==> config.mk <==
export PLATFORM = sky130hd
export DESIGN_NAME = fp_operand_loader
export DESIGN_NICKNAME = d
export VERILOG_FILES = /design/src/rtl/fp_alu_pkg.sv /design/src/rtl/fp_classify.sv /design/src/rtl/fp_operand_loader.sv
export SDC_FILE = /design/constraint.sdc
export NUM_CORES = 1
export LEC_CHECK = 0
export CORE_AREA = 2 2 90 92
export CTS_CLUSTER_DIAMETER = 40
export DETAILED_ROUTE_END_ITERATION = 10
export DIE_AREA = 0 0 92 94
export PLACE_DENSITY = 0.79
export SYNTH_ARGS = -nofsm -noshare
export SYNTH_HDL_FRONTEND = slang
export SYNTH_SLANG_ARGS = --single-unit
==> constraint.sdc <==
create_clock -name clk -period 4.5 [get_ports clk]
set_clock_uncertainty 0.15 [all_clocks]
set_input_delay 0.675 -clock clk [delete_from_list [all_inputs] [get_ports clk]]
set_output_delay 0.675 -clock clk [all_outputs]
set_load 0.05 [all_outputs]
==> src/rtl/fp_alu_pkg.sv <==
`default_nettype none
// ============================================================================
//  Module      : fp_alu_pkg
//  Description : Shared definitions for the floating-point ALU front end:
//                loader state encoding, operand class codes, core opcodes
//                and datapath widths.
//  Revision    : 1.0 - initial release
// ============================================================================
package fp_alu_pkg;

    localparam int FP_W   = 32;
    localparam int BYTE_W = 8;

    // Loader state encoding; value 3 is illegal and recovers to ST_IDLE.
    typedef enum logic [1:0] {
        ST_IDLE = 2'd0,
        ST_LOAD = 2'd1,
        ST_HOLD = 2'd2
    } state_e;

    // Operand class codes; 6 and 7 are unused.
    localparam logic [2:0] CLS_NORMAL = 3'd0;
    localparam logic [2:0] CLS_ZERO   = 3'd1;
    localparam logic [2:0] CLS_SUBN   = 3'd2;
    localparam logic [2:0] CLS_INF    = 3'd3;
    localparam logic [2:0] CLS_QNAN   = 3'd4;
    localparam logic [2:0] CLS_SNAN   = 3'd5;

    // Operation codes understood by the compute core.
    localparam logic [1:0] OPC_ADD = 2'd0;
    localparam logic [1:0] OPC_SUB = 2'd1;
    localparam logic [1:0] OPC_MUL = 2'd2;
    localparam logic [1:0] OPC_DIV = 2'd3;

endpackage
`default_nettype wire

==> src/rtl/fp_classify.sv <==
`default_nettype none
// ============================================================================
//  Module      : fp_classify
//  Description : Combinational IEEE-754 single-precision classifier.
//                The sign bit does not influence the class.
//  Revision    : 1.0 - initial release
// ============================================================================
module fp_classify
    import fp_alu_pkg::*;
(
    input  logic [FP_W-1:0] fp_i,
    output logic [2:0]      cls_o
);

    logic [7:0]  w_exp;
    logic [22:0] w_man;
    logic        w_sign_unused;

    assign w_exp         = fp_i[30:23];
    assign w_man         = fp_i[22:0];
    assign w_sign_unused = fp_i[31];

    // Decode exponent/mantissa fields into a class code.
    always_comb begin
        cls_o = CLS_NORMAL;
        if (w_exp == 8'h00) begin
            cls_o = (w_man == 23'd0) ? CLS_ZERO : CLS_SUBN;
        end else if (w_exp == 8'hFF) begin
            if (w_man == 23'd0) begin
                cls_o = CLS_INF;
            end else if (w_man[22]) begin
                cls_o = CLS_QNAN;
            end else begin
                cls_o = CLS_SNAN;
            end
        end
    end

endmodule
`default_nettype wire

==> src/rtl/fp_operand_loader.sv <==
`default_nettype none
// ============================================================================
//  Module      : fp_operand_loader
//  Description : Byte-serial operand loader. Captures a start/opcode request
//                and eight bytes, assembles operands A and B, classifies
//                them and holds them for the FP core behind valid/ready.
//  Revision    : 1.0 - initial release
// ============================================================================
module fp_operand_loader
    import fp_alu_pkg::*;
#(
    parameter int unsigned MSB_FIRST = 1
)(
    input  logic              clk,
    input  logic              rst_n,
    input  logic [BYTE_W-1:0] in,
    input  logic              start,
    input  logic [1:0]        opcode,
    output logic              op_valid,
    input  logic              op_ready,
    output logic [FP_W-1:0]   op_a,
    output logic [FP_W-1:0]   op_b,
    output logic [1:0]        op_code,
    output logic [2:0]        a_class,
    output logic [2:0]        b_class,
    output logic              busy,
    output logic [1:0]        state,
    output logic [2:0]        byte_idx
);

    state_e            state_q;
    logic [2:0]        byte_idx_q;
    logic [FP_W-1:0]   op_a_q;
    logic [FP_W-1:0]   op_b_q;
    logic [FP_W-1:0]   op_a_d;
    logic [FP_W-1:0]   op_b_d;
    logic [1:0]        op_code_q;
    logic [2:0]        a_class_q;
    logic [2:0]        b_class_q;
    logic              op_valid_q;
    logic              busy_q;

    logic [2:0]        w_slot;
    logic [1:0]        w_lane;
    logic [4:0]        w_base;
    logic [2:0]        w_a_cls;
    logic [2:0]        w_b_cls;

    // Insert the current bus byte into its operand slot. In IDLE the slot is
    // always 0 so a start cycle lands byte 0 regardless of byte_idx.
    always_comb begin
        op_a_d = op_a_q;
        op_b_d = op_b_q;
        w_slot = (state_q == ST_LOAD) ? byte_idx_q : 3'd0;
        w_lane = (MSB_FIRST != 0) ? (2'd3 - w_slot[1:0]) : w_slot[1:0];
        w_base = {w_lane, 3'b000};
        if (w_slot[2]) begin
            op_b_d[w_base +: BYTE_W] = in;
        end else begin
            op_a_d[w_base +: BYTE_W] = in;
        end
    end

    // Classify the words as they will look after this edge, so that the
    // classes are ready in the same edge that captures byte 7.
    fp_classify u_cls_a (
        .fp_i  (op_a_d),
        .cls_o (w_a_cls)
    );

    fp_classify u_cls_b (
        .fp_i  (op_b_d),
        .cls_o (w_b_cls)
    );

    // Loader FSM with all outputs registered.
    always_ff @(posedge clk or negedge rst_n) begin
        if (!rst_n) begin
            state_q    <= ST_IDLE;
            byte_idx_q <= 3'd0;
            op_a_q     <= '0;
            op_b_q     <= '0;
            op_code_q  <= 2'd0;
            a_class_q  <= CLS_NORMAL;
            b_class_q  <= CLS_NORMAL;
            op_valid_q <= 1'b0;
            busy_q     <= 1'b0;
        end else begin
            case (state_q)
                ST_IDLE: begin
                    if (start) begin
                        op_code_q  <= opcode;
                        op_a_q     <= op_a_d;
                        op_b_q     <= op_b_d;
                        byte_idx_q <= 3'd1;
                        state_q    <= ST_LOAD;
                        busy_q     <= 1'b1;
                    end
                end
                ST_LOAD: begin
                    op_a_q     <= op_a_d;
                    op_b_q     <= op_b_d;
                    // Wraps from 7 to 0 on the final byte.
                    byte_idx_q <= byte_idx_q + 3'd1;
                    if (byte_idx_q == 3'd7) begin
                        a_class_q  <= w_a_cls;
                        b_class_q  <= w_b_cls;
                        op_valid_q <= 1'b1;
                        state_q    <= ST_HOLD;
                    end
                end
                ST_HOLD: begin
                    if (op_ready) begin
                        op_valid_q <= 1'b0;
                        busy_q     <= 1'b0;
                        state_q    <= ST_IDLE;
                    end
                end
                default: begin
                    state_q    <= ST_IDLE;
                    byte_idx_q <= 3'd0;
                    op_valid_q <= 1'b0;
                    busy_q     <= 1'b0;
                end
            endcase
        end
    end

    assign op_valid = op_valid_q;
    assign op_a     = op_a_q;
    assign op_b     = op_b_q;
    assign op_code  = op_code_q;
    assign a_class  = a_class_q;
    assign b_class  = b_class_q;
    assign busy     = busy_q;
    assign state    = state_q;
    assign byte_idx = byte_idx_q;

endmodule
`default_nettype wire

==> PnR_summary.wiki <==
{| class="wikitable"
! Metric !! Value
|-
| Data required time of the worst path || 4.60 ns
|-
| Number of clock sinks || 79
|-
| Area of the core || 0.00761 mm2
|-
| Clock tree from TritonCTS || built
|-
| Final hold violations || 0
|-
| Share of cells above drive strength 1 || 0.0650
|-
| Post-Syn Area per Cell || 9.21 um2
|-
| DRC violation total after the first TritonRoute iteration || 235
|-
| Total setup violations reported at the end of the flow || 0
|-
| Shortest period the worst path allows || 3.42 ns
|-
| Final wirelength || 10.0 mm
|-
| DR vias || 3358
|-
| Core Rows || 32
|-
| Register-to-register path setup slack || 1.08 ns
|-
| Path type of the worst setup path || reg2reg
|-
| Post-Synthesis Cells || 405
|-
| # Max-Cap Violations || 0
|-
| Multi-input gate area || 0.00160 mm2
|-
| Gr usage total || 0.243
|-
| Filler cells || 611
|-
| Post-Route M1 WL || 4.30 mm
|-
| Crit. End Element || flip-flop
|-
| Hold buffer count at CTS || 0
|-
| Setup_tns || 0 ns
|-
| Inserted Diodes || 0
|-
| Root buffer cell || sky130_fd_sc_hd__clkbuf_8
|-
| Total setup buffers inserted after CTS || 0
|-
| Area taken by flip-flops and latches || 0.00198 mm2
|-
| Starting Density || 0.490
|-
| Clock insertion delay at the later pin of the skew report || 0.36 ns
|-
| Count of distinct cell types in the synthesized netlist || 45
|-
| Class of the tightest hold or removal check || in2async
|-
| Number of nets with antenna violations after detailed routing || 0
|-
| GRT overflow || 0
|-
| Warning count from the yosys run || 0
|-
| Die Height || 94 um
|-
| Net count of the mapped netlist || 424
|-
| Highest attainable clock frequency || 0.293 GHz
|-
| Post-CTS sizing || 0
|-
| Die Footprint || 0.00865 mm2
|-
| Vias in the first global route || 3260
|-
| Signal arrival time at the worst endpoint || 3.52 ns
|-
| Number of vias per cell || 5.65
|-
| Synthesis-stage register bit count || 79
|-
| Remaining max-slew budget at the tightest pin || 0.314
|-
| Pin count of the biggest net entering global routing || 80
|-
| Met2 layer wire length in the routed design || 4.75 mm
|-
| H-tree levels || 3
|-
| Reg clk slew, reported paths || 0.08 ns
|-
| Final number of max-transition violations || 0
|-
| Unrepaired setup endpoints after global routing || no
|-
| Status || complete, no violations
|-
| Fraction of synthesis flops using an asynchronous set or reset pin || 1.00
|-
| First-pass GRT wire length || 16.4 mm
|-
| Clock Tree Buf Depth || 2
|-
| DR top layer || met4
|-
| Number of port buffers || 92
|-
| I/O pin count || 93
|-
| Sequential area share after synthesis || 0.530
|-
| Fin crit share || 0.759
|-
| Antenna violations before repair || 0
|-
| Critical Path Start Type || flip-flop
|-
| Top fanout value on the critical path || 17
|-
| Post-detailed-route DRC marker count || 0
|-
| Dpl hpwl || 7.37 mm
|-
| Layout overhead on the synthesized area || 32.1%
|-
| Total length of routed met3 wires || 754 um
|-
| Post-synth EDFFs || 0
|-
| Inserted Clock Buffers || 9
|-
| Netlist area before placement || 0.00373 mm2
|-
| Per-cell routed wire length || 16.9 um
|-
| Drt first pass iters || 5
|-
| Measured slew at the worst slew-check pin || 1.02 ns
|-
| Overall die width || 92 um
|-
| Prevailing post-synth register cell || sky130_fd_sc_hd__dfrtp_1
|-
| Final layout net count || 506
|-
| GPL Wtd Cong || 0.974
|}
[final timing paths]
check / startpoint / endpoint / depth (start not counted)
worst max register to register: state[0] / b_class[0] / 8
worst min-delay path: rst_n / op_b[8] / 1
max in group asynchronous: rst_n / op_a[16] / 1
worst min register to register: flip-flop / flip-flop / 2
worst max-delay path: state[0] / b_class[0] / 8
min in group clk: flip-flop / flip-flop / 2
[layout make-up]
cell class,count,area share
Clock inverter,7,0.0208
Tap cell,102,0.0259
Inverter,14,0.0107
Multi-Input combinational cell,288,0.325
Sequential cell,79,0.401
Clock buffer,9,0.0251
Timing Repair Buffer,95,0.191
[cells in the mapped netlist (2+ instances only)]
cell	number	area (um2)
sky130_fd_sc_hd__nor2b_1	3	18.8
sky130_fd_sc_hd__o31ai_1	3	22.5
sky130_fd_sc_hd__o21ai_0	61	305
sky130_fd_sc_hd__ha_1	5	62.6
sky130_fd_sc_hd__o21ai_1	6	30.0
sky130_fd_sc_hd__a22o_1	2	17.5
sky130_fd_sc_hd__and4bb_1	2	25.0
sky130_fd_sc_hd__nor4_1	8	50.1
sky130_fd_sc_hd__inv_1	14	52.6
sky130_fd_sc_hd__o41ai_1	2	17.5
sky130_fd_sc_hd__nand3_1	11	55.1
sky130_fd_sc_hd__a221o_1	2	20.0
sky130_fd_sc_hd__mux2i_1	10	100
sky130_fd_sc_hd__nand2_1	100	375
sky130_fd_sc_hd__nand4_1	5	31.3
sky130_fd_sc_hd__nor2_1	10	37.5
sky130_fd_sc_hd__buf_2	3	15.0
sky130_fd_sc_hd__or3_1	2	12.5
sky130_fd_sc_hd__and2_1	3	18.8
sky130_fd_sc_hd__mux2_2	5	56.3
sky130_fd_sc_hd__clkbuf_1	20	75.1
sky130_fd_sc_hd__a21oi_1	10	50.1
sky130_fd_sc_hd__dfrtp_1	79	1980
sky130_fd_sc_hd__or4_1	6	45.0
sky130_fd_sc_hd__nor3_1	12	60.1
sky130_fd_sc_hd__nand3b_1	2	15.0
[critical path: stages (launching register included)]
cell and delay, ns:
sky130_fd_sc_hd__dfrtp_1 0.59, sky130_fd_sc_hd__nor2b_1 0.18, sky130_fd_sc_hd__buf_4 0.17, sky130_fd_sc_hd__and2_1 0.21, sky130_fd_sc_hd__ha_1 0.25, sky130_fd_sc_hd__nand4b_1 0.55
sky130_fd_sc_hd__o311ai_0 0.58, sky130_fd_sc_hd__and4bb_1 0.32, sky130_fd_sc_hd__a221o_1 0.30
[logic make-up (layout without fill, tap and decap cells)]
logic type,after synthesis,after routing,synth area share
DFF,79,79,0.530
muxes,15,15,0.0419
buffers and inverters,38,125,0.0402
AOI/OAI and AO/OA,95,95,0.145
and+or+nand+nor,173,173,0.226
adders and majority gates,5,5,0.0168
[flip-flops by register name, summed over array words and instances (netlist names), named ones only]
register / count
b_class: 3
op_b: 31
op_code: 2
op_a: 31
op_valid: 1
busy: 1
a_class: 3
byte_idx: 3
state: 2
[layout by cell type, fill, tap and decap left out, types with 10 or more instances in the layout]
| cell | n |
|---|---|
| sky130_fd_sc_hd__a21oi_1 | 10 |
| sky130_fd_sc_hd__clkdlybuf4s50_1 | 91 |
| sky130_fd_sc_hd__dfrtp_1 | 79 |
| sky130_fd_sc_hd__inv_1 | 14 |
| sky130_fd_sc_hd__mux2i_1 | 10 |
| sky130_fd_sc_hd__nand2_1 | 100 |
| sky130_fd_sc_hd__nand3_1 | 11 |
| sky130_fd_sc_hd__nor2_1 | 10 |
| sky130_fd_sc_hd__nor3_1 | 12 |
| sky130_fd_sc_hd__o21ai_0 | 61 |
[layer usage]
layer	vias up	global-route usage
met4	0	0.0821
li1	1576	-
met2	144	0.382
met3	27	0.0594
met1	1611	0.331
met5	-	0
[through the flow]
step / instance area (um2) / utilization / setup WS, ns / cells / hold WS [ns]
6_report: 4930 / 0.648 / 1.08 / 594 / 0.312
5_1_grt: 4930 / 0.648 / 0.829 / 594 / 0.389
4_1_cts: 4930 / 0.648 / 1.13 / 594 / 0.357
3_5_place_dp: 4700 / 0.618 / 1.15 / 578 / 0.338
3_3_place_gp: 4700 / 0.618 / 1.24 / 578 / 0.318
2_1_floorplan: 3730 / - / 1.21 / 405 / 0.229
Power is left out: the tool's default activity adds up to more than one toggle a clock period on the data nets, which glitch-free logic cannot reach.
